==> config.mk <==
export PLATFORM = sky130hd
export DESIGN_NAME = note_env_ctrl
export DESIGN_NICKNAME = d
export VERILOG_FILES = /design/src/rtl/note_env_ctrl.sv
export SDC_FILE = /design/constraint.sdc
export NUM_CORES = 1
export LEC_CHECK = 0
export CORE_UTILIZATION = 45
export CTS_CLUSTER_SIZE = 40
export DETAILED_ROUTE_END_ITERATION = 10
export PLACE_DENSITY = 0.68
export SYNTH_ARGS = -nofsm -noshare
export SYNTH_HDL_FRONTEND = slang
export SYNTH_SLANG_ARGS = --single-unit
==> constraint.sdc <==
create_clock -name clk -period 4.3 [get_ports clk]
set_clock_uncertainty 0.2 [all_clocks]
set_input_delay 0.86 -clock clk [delete_from_list [all_inputs] [get_ports clk]]
set_output_delay 0.86 -clock clk [all_outputs]
set_load 0.1 [all_outputs]
==> src/rtl/note_env_ctrl.sv <==
// Single-voice note decoder and tick-paced ADSR envelope feeding Amp.amp and sine_gen.freq_mod.
// Commands take priority over envelope steps; the last note-on retriggers ATTACK from the current level.
module note_env_ctrl #(
    parameter int unsigned TICK_DIV      = 48_000,
    parameter int unsigned ATTACK_STEP   = 8,
    parameter int unsigned DECAY_STEP    = 2,
    parameter int unsigned RELEASE_STEP  = 4,
    parameter int unsigned SUSTAIN_SHIFT = 1
) (
    input  logic        clk,
    input  logic        rst,
    input  logic [15:0] cmd,
    input  logic        cmd_valid,
    output logic [9:0]  amp,
    output logic [9:0]  freq_mod,
    output logic [6:0]  note_out,
    output logic        active,
    output logic [2:0]  state
);

    typedef enum logic [2:0] {
        IDLE    = 3'd0,
        ATTACK  = 3'd1,
        DECAY   = 3'd2,
        SUSTAIN = 3'd3,
        RELEASE = 3'd4
    } state_t;

    typedef struct packed {
        logic       on;
        logic [6:0] note;
        logic       rsvd;
        logic [6:0] vel;
    } cmd_t;

    localparam int CW = (TICK_DIV > 1) ? $clog2(TICK_DIV) : 1;

    cmd_t          c;
    logic          unused_rsvd;
    logic [CW-1:0] cnt;
    logic          tick;
    state_t        st, st_nxt;
    logic [9:0]    amp_nxt, peak, peak_nxt, sustain;
    logic [6:0]    note_nxt;
    logic [10:0]   att_sum;
    logic signed [11:0] dec_dif, rel_dif;

    assign c           = cmd_t'(cmd);
    assign unused_rsvd = c.rsvd;
    assign tick        = (cnt == CW'(TICK_DIV - 1));
    assign sustain     = peak >> SUSTAIN_SHIFT;

    // Free-running step prescaler; commands never restart it
    always_ff @(posedge clk or negedge rst) begin
        if (!rst)      cnt <= '0;
        else if (tick) cnt <= '0;
        else           cnt <= cnt + 1'b1;
    end

    // Widened arithmetic so overshoot/underflow is visible before clamping
    assign att_sum = {1'b0, amp} + 11'(ATTACK_STEP);
    assign dec_dif = signed'({2'b00, amp}) - signed'(12'(DECAY_STEP));
    assign rel_dif = signed'({2'b00, amp}) - signed'(12'(RELEASE_STEP));

    always_comb begin
        st_nxt   = st;
        amp_nxt  = amp;
        peak_nxt = peak;
        note_nxt = note_out;
        if (cmd_valid) begin
            if (c.on && (c.vel != 7'd0)) begin
                note_nxt = c.note;
                peak_nxt = {c.vel, c.vel[6:4]};
                st_nxt   = ATTACK;
            end else if ((c.note == note_out) &&
                         (st == ATTACK || st == DECAY || st == SUSTAIN)) begin
                st_nxt = RELEASE;
            end
        end else if (tick) begin
            case (st)
                ATTACK: begin
                    if (att_sum >= {1'b0, peak}) begin
                        amp_nxt = peak;
                        st_nxt  = DECAY;
                    end else begin
                        amp_nxt = att_sum[9:0];
                    end
                end
                DECAY: begin
                    if (dec_dif <= signed'({2'b00, sustain})) begin
                        amp_nxt = sustain;
                        st_nxt  = SUSTAIN;
                    end else begin
                        amp_nxt = dec_dif[9:0];
                    end
                end
                RELEASE: begin
                    if (rel_dif <= 12'sd0) begin
                        amp_nxt = '0;
                        st_nxt  = IDLE;
                    end else begin
                        amp_nxt = rel_dif[9:0];
                    end
                end
                IDLE:    amp_nxt = '0;
                default: ;
            endcase
        end
    end

    always_ff @(posedge clk or negedge rst) begin
        if (!rst) begin
            st       <= IDLE;
            amp      <= '0;
            peak     <= '0;
            note_out <= '0;
            freq_mod <= '0;
            active   <= 1'b0;
        end else begin
            st       <= st_nxt;
            amp      <= amp_nxt;
            peak     <= peak_nxt;
            note_out <= note_nxt;
            freq_mod <= {note_nxt, 3'b000};
            active   <= (st_nxt != IDLE);
        end
    end

    assign state = st;

endmodule
==> summary.md, run 1 <==
| Metric | Value |
|---|---|
| Crit start category | register |
| Psw | 0.000579 W |
| Global-route met1 utilization | 31.1% |
| CTS root buffer | clkbuf_8 |
| Min-delay src | cnt[0]$_DFF_PN0_ |
| Antenna cells | 0 |
| Min Tclk post-route | 3780 ps |
| IO buf count | between 40 and 50 |
| Initial antenna violation count | 0 |
| Total wire length | ~8100 um |
| Worst hold endpoint | cnt[0]$_DFF_PN0_ |
| Clock slew at reported path FFs | about 100 ps |
| Max-slew violation count | 0 |
| Type of the worst setup path | reg -> reg |
| Worst VDD drop | 0.233 mV |
| Worst slew margin | 34.4% |
| Worst-case reg-to-reg path depth | 13 |
| Fmax achieved | between 200 and 300 MHz |
| Max-Cap Viols | 0 |
| CTS buffer count | 5 |
| Critical path peak fanout | 8 |
| Largest net degree at the start of global routing | between 40 and 50 |
| Net Sw Frac | between 40% and 50% |
| Post-synth EDFFs | 0 |
| GPL Wtd Cong | approximately 0.9 |
| Starting Density | 47.7% |
| Leak Pwr | 1.63 nW |
| Status | finished, final reports clean |
| Layout cells sized above 1 | 10.4% |
| Register-to-Register Setup Slack | slightly above 500 ps |
| Worst setup EP type | register |
| Pwr/cell area | ~350 nW/um2 |
| CP Launch Point | amp[3]$_DFFE_PN0P_ |
| Hold Path Stages | 1 |
| Global route hottest layer | met2 |
| Setup Total Neg Slack | 0 ps |
| Sequential area share after synthesis | 33.1% |
| Synthesized area per cell | 9.14 um2 |
| Top Ports | 50 |
| GRT overflow | 0 |
| Clock share of power | around a quarter |
| Pwr Total | 0.00138 W |
| Latest clock arrival within the worst-skew pair | 310 ps |
| Cts repair resizes | 0 |
| Sequential share of power | a little over a third |
| Met2 usage | 34.9% |
| Die H | a little under 90 um |
| Die W | 88 um |
| Hold crit path type | reg -> reg |
| Capture point of the worst reg-to-reg path | amp[0]$_DFFE_PN0P_ |
| Ys flop type | dfrtp_1 |
| Post-synth ARST share | 100% |
| DIE AREA | 7740 um2 |
| Router iterations before antenna repair | 4 |
| Routed len/inst | 16.4 um |
| Final setup fails | 0 |
| Power share of the combinational group | 39.3% |
| Mapped Cells | 364 |
| Synth Register Bits | 44 |
| Num rows | 30 |
| Distinct cells, synth | 61 |
| Detailed placement HPWL | 5920 um |
| Required time worst endpoint | 4340 ps |
| Share of the clock period used by the worst path after layout | 88.0% |
| Worst reg2reg path startpoint | amp[3]$_DFFE_PN0P_ |
| Unrepaired setup endpoints after global routing | false |
| Antenna viol nets, final | 0 |
| First-pass GRT wire length | 13,200 um |
| Critical Path AT | 3830 ps |
| Tightest Pin Transition | 980 ps |
| Post-Synthesis Cell Area | roughly 3300 um2 |
| Hold Violations, Final | 0 |
| YS warnings | 0 |
| Met3 Usage GRT | 4.05% |
| Vias per std cell | 5.71 |
| Clock tree sinks | 44 |
| Post-CTS Setup Bufs | 0 |
| CTS tree | built |
| Fin nets | 440 |
| GRT Util Overall | between 20% and 30% |
| Area Growth Syn to Fin | 16.9% |
| Core area | 6980 um2 |
| Clock tree buffer depth | 2 |
| Via count | 2,808 |
| Post-CTS Hold Buffers | 0 |
| H-Tree Depth | 2 |
| Iteration-0 DRC Markers | 220 |
| Residual DRC count | 0 |
| Internal | around 0.0008 W |
| Vias in the first global route | ~2,700 |
## worst max path at each step
stage,to,slack [ps],depth (start not counted)
floorplan,amp[0]$_DFFE_PN0P_,290,13
CTS,amp[4]$_DFFE_PN0P_,540,13
global route,amp[4]$_DFFE_PN0P_,260,13
global placement,amp[7]$_DFFE_PN0P_,630,13
finish,amp[0]$_DFFE_PN0P_,520,13
detailed placement,amp[4]$_DFFE_PN0P_,570,13
## sequential cells by signal, summed over array words and instances (netlist names)
signal / count
peak: 7
state: 3
cnt: 16
freq_mod: 7
amp: 10
active: 1
## worst max-delay path, cell delays in order, from the launching register on
cell and delay (ps):
dfrtp_1 500, inv_1 220, ha_1 290, nor2b_1 200, nand3_1 110, xnor2_1 290
ha_1 310, a21oi_1 190, o211ai_1 110, o211ai_1 340, a21oi_4 160, nor2_1 360
a32o_1 260, mux2_4 170
## stage by stage
stage	instances	setup WS (ps)	utilization (%)	instance area, um2	hold WS, ps
floorplan	366	287	-	3340	255
global placement	484	628	54.0	3770	276
detailed placement	484	572	54.0	3770	290
CTS	492	536	55.7	3890	302
global route	492	258	55.7	3890	325
finish	492	517	55.7	3890	293
## cell type report
cell class	instances	area, um2
flip-flops and latches	44	1100
inverters	18	67.6
multi-input cells	279	2020
clock buffers	6	82.6
fillers	639	3090
repair buffers	47	460
well taps	96	120
clock inverters	2	38.8
## placed cells by master, fill, tap and decap left out, drive strengths merged, types with 4 or more instances in the layout
| master | instances |
|---|---|
| a21oi | 17 |
| and2 | 5 |
| and3 | 5 |
| clkbuf | 6 |
| clkdlybuf4s50 | 44 |
| dfrtp | 44 |
| ha | 26 |
| inv | 18 |
| mux2 | 20 |
| nand2 | 30 |
| nand3 | 20 |
| nand4 | 4 |
| nor2 | 27 |
| nor3 | 12 |
| o211ai | 6 |
| o21ai | 13 |
| o31ai | 4 |
| or3 | 7 |
| xnor2 | 21 |
| xor2 | 14 |
## power by group through the flow
| stage | registers (W) | logic, W | clock network [W] |
|---|---|---|---|
| after floorplan | 0.000605 | 0.000302 | 0 |
| after global placement | 0.000494 | 0.000532 | 0 |
| after detailed placement | 0.000495 | 0.000539 | 0 |
| after CTS | 0.000487 | 0.000541 | 0.000358 |
| after global routing | 0.000492 | 0.000576 | 0.000370 |
| final | 0.000487 | 0.000540 | 0.000348 |
## layer usage
metal  wire length [um]  vias to the layer above  part of all wire [%]
met5                  0                        -                     0
met4                110                        0                   1.4
met3                632                       12                   7.8
met2               3680                      114                    46
met1               3650                     1333                    45
li1                   -                     1349                     -
## kinds of logic (layout without fill, tap and decap cells)
logic type	after synthesis	after routing	share of synthesized area [%]
mux	22	22	7.48
simple gates	125	125	19.4
buf+inv	43	73	6.47
compound gates	68	68	14.5
fa+ha+maj	26	26	9.77
flops	44	44	33.1
xor+xnor	35	35	9.21
other cells	1	3	0.113
## synth_stat cells (2+ instances only)
cell type	number	share of area (%)
dfrtp_1	44	33
mux2i_1	2	0.60
and2_1	5	0.94
and3_1	4	0.75
nand2b_1	3	0.56
nor3_1	10	1.5
a21o_1	2	0.45
mux2_2	19	6.4
a21oi_1	16	2.4
nand2_1	30	3.4
nor2_1	27	3.0
or3_1	6	1.1
nand3_1	20	3.0
o211ai_1	6	1.4
nor4b_1	3	0.79
a211oi_1	3	0.68
a221oi_1	2	0.53
o31ai_1	4	0.90
nand4_1	4	0.75
buf_2	7	1.1
o21ai_0	13	2.0
ha_1	26	9.8
xor2_1	14	3.7
a21boi_0	2	0.45
buf_4	10	2.3
xnor2_1	21	5.5
clkbuf_1	6	0.68
inv_1	18	2.0
o221ai_1	3	0.79
nor4_1	3	0.56
Power figures use the tool's default switching activity.
==> run 2, diff against run 1 <==
- CORE_MARGIN: unset -> 8
- HOLD_SLACK_MARGIN: unset -> 0.05
==> summary.md, run 2 (synthesis gave the netlist of run 1 again) <==
| Metric | Value |
|---|---|
| Layout cells sized above 1 | 10.6% |
| Via count | about 2,800 |
| Max-Cap Viols | 0 |
| GRT overflow | 0 |
| Tightest Pin Transition | 1000 ps |
| IO buf count | 45 |
| Setup Total Neg Slack | 0 ps |
| Hold crit path type | reg -> reg |
| Min Tclk post-route | 3640 ps |
| Routed len/inst | 16.8 um |
| Status | finished, final reports clean |
| Crit-path slowest cell | dfrtp_1 |
| Highest-count cells in the layout ignoring fill and taps | dfrtp_1, clkdlybuf4s50_1, nand2_1, nor2_1, ha_1 |
| Vias per std cell | about 5.6 |
| CTS tree | built |
| Residual DRC count | 0 |
| Post-CTS Hold Buffers | 0 |
| H-Tree Depth | 2 |
| Vias in the first global route | approximately 2,800 |
| Hold Violations, Final | 0 |
| Top Ports | 50 |
| GPL Wtd Cong | 0.923 |
| DIE AREA | between 10,000 and 15,000 um2 |
| CTS root buffer | clkbuf_8 |
| Clock tree sinks | between 40 and 50 |
| Post-CTS Setup Bufs | 0 |
| Biggest register | cnt |
| Fmax achieved | 274 MHz |
| Filler cells | 695 |
| Area Growth Syn to Fin | 17.0% |
| Initial antenna violation count | 0 |
| Max incr delay on CP | 500 ps |
| Cts repair resizes | 0 |
| Critical Path AT | 3640 ps |
| Largest net degree at the start of global routing | 45 |
| Critical path peak fanout | 8 |
| Pwr/cell area | approximately 350 nW/um2 |
| Worst VDD drop | 0.292 mV |
| Die H | ~100 um |
| Share of the clock period used by the worst path after layout | roughly 85% |
| Required time worst endpoint | 4300 ps |
| Core area | roughly 7200 um2 |
| First-pass GRT wire length | 13,900 um |
| Iteration-0 DRC Markers | about 180 |
| Utilization after layout | 54.0% |
| Final setup fails | 0 |
| Max FFs per register | 16 |
| Num rows | 31 |
| Latest clock arrival within the worst-skew pair | 300 ps |
| CP cell instances | inv_1 > ha_1 > nand2_1 > nor3_1 > xor2_1 > ha_1 > nand2_1 > or3_1 > o211ai_1 > a21oi_4 > nor2_1 > a32o_1 > mux2_4 |
| Type of the worst setup path | reg -> reg |
| Clock slew at reported path FFs | 100 ps |
| Worst setup EP type | register |
| Total wire length | 8330 um |
| Die W | 102 um |
| CTS buffer count | 5 |
| Clock tree buffer depth | 2 |
| GRT Util Overall | approximately 17% |
| Antenna viol nets, final | 0 |
| Detailed placement HPWL | roughly 6300 um |
| Crit start category | register |
| Top flop regs | cnt x16, amp x10 |
| Antenna cells | 0 |
| Worst slew margin | 33.1% |
| Leak Pwr | roughly 1.6 nW |
| Starting Density | 46.1% |
| Max-slew violation count | 0 |
| Router iterations before antenna repair | 4 |
| Fin nets | 441 |
| Unrepaired setup endpoints after global routing | false |
-- run 2: changes by cell type in the layout (fill, tap and decap cells not counted) --
cell and change:
buf_4 +1, clkinv_4 -1, inv_6 +1, clkbuf_8 -1
clkinvlp_4 +1
-- run 2: path summary, 6_finish.rpt --
| check | depth (start not counted) | slack, ps | start | to |
|---|---|---|---|---|
| min | 1 | 300 | cnt[0]$_DFF_PN0_ | cnt[0]$_DFF_PN0_ |
| min in group asynchronous | 1 | 490 | rst | amp[7]$_DFFE_PN0P_ |
| max reg2reg | 13 | 660 | amp[1]$_DFFE_PN0P_ | amp[0]$_DFFE_PN0P_ |
| min reg2reg | 1 | 300 | cnt[0]$_DFF_PN0_ | cnt[0]$_DFF_PN0_ |
| max in group asynchronous | 1 | 2780 | rst | cnt[15]$_DFF_PN0_ |
| max | 13 | 660 | amp[1]$_DFFE_PN0P_ | amp[0]$_DFFE_PN0P_ |
-- run 2: final cells by class --
| cell class | instances | area [um2] | area share, % |
|---|---|---|---|
| clock buffer | 5 | 68.8 | 1.77 |
| tap | 99 | 124 | 3.18 |
| clock inverter | 3 | 46.3 | 1.19 |
| timing repair buffer | 48 | 468 | 12.0 |
| inverter | 18 | 67.6 | 1.73 |
| multi-input combinational | 279 | 2020 | 51.8 |
| sequential | 44 | 1100 | 28.3 |
-- run 2: per-stage QoR --
stage | total power, W | hold WS (ps) | cells | setup slack, ps | area [um2]
finish | 0.00136 | 302 | 496 | 656 | 3890
CTS | 0.00137 | 302 | 496 | 633 | 3890
detailed placement | 0.00104 | 287 | 488 | 654 | 3780
global placement | 0.00103 | 278 | 488 | 689 | 3780
global route | 0.00143 | 325 | 496 | 405 | 3890
floorplan | 0.000907 | 255 | 366 | 287 | 3340
-- run 2: critical path: cells and delay by family, from the launching register on --
kind                       cells  cell delay [ps]
and+or+nand+nor                5              780
AOI/OAI and AO/OA              3              760
adders and majority gates      2              560
DFF                            1              500
xor gates and xnor gates       1              280
muxes                          1              270
buffers and inverters          1              190
-- run 2: metal layers --
metal | routed length, um | share of wire [%] | track usage, %
met5 | 0 | 0 | 0
met4 | 108 | 1.3 | 4.97
met3 | 532 | 6.4 | 3.95
met2 | 3820 | 46 | 26.8
met1 | 3880 | 46 | 22.2
-- run 2: where the power goes --
part           total [W]  switching (W)  internal (W)
clock           0.000332       0.000157      0.000175
combinational   0.000540       0.000374      0.000166
sequential      0.000489      0.0000482      0.000441
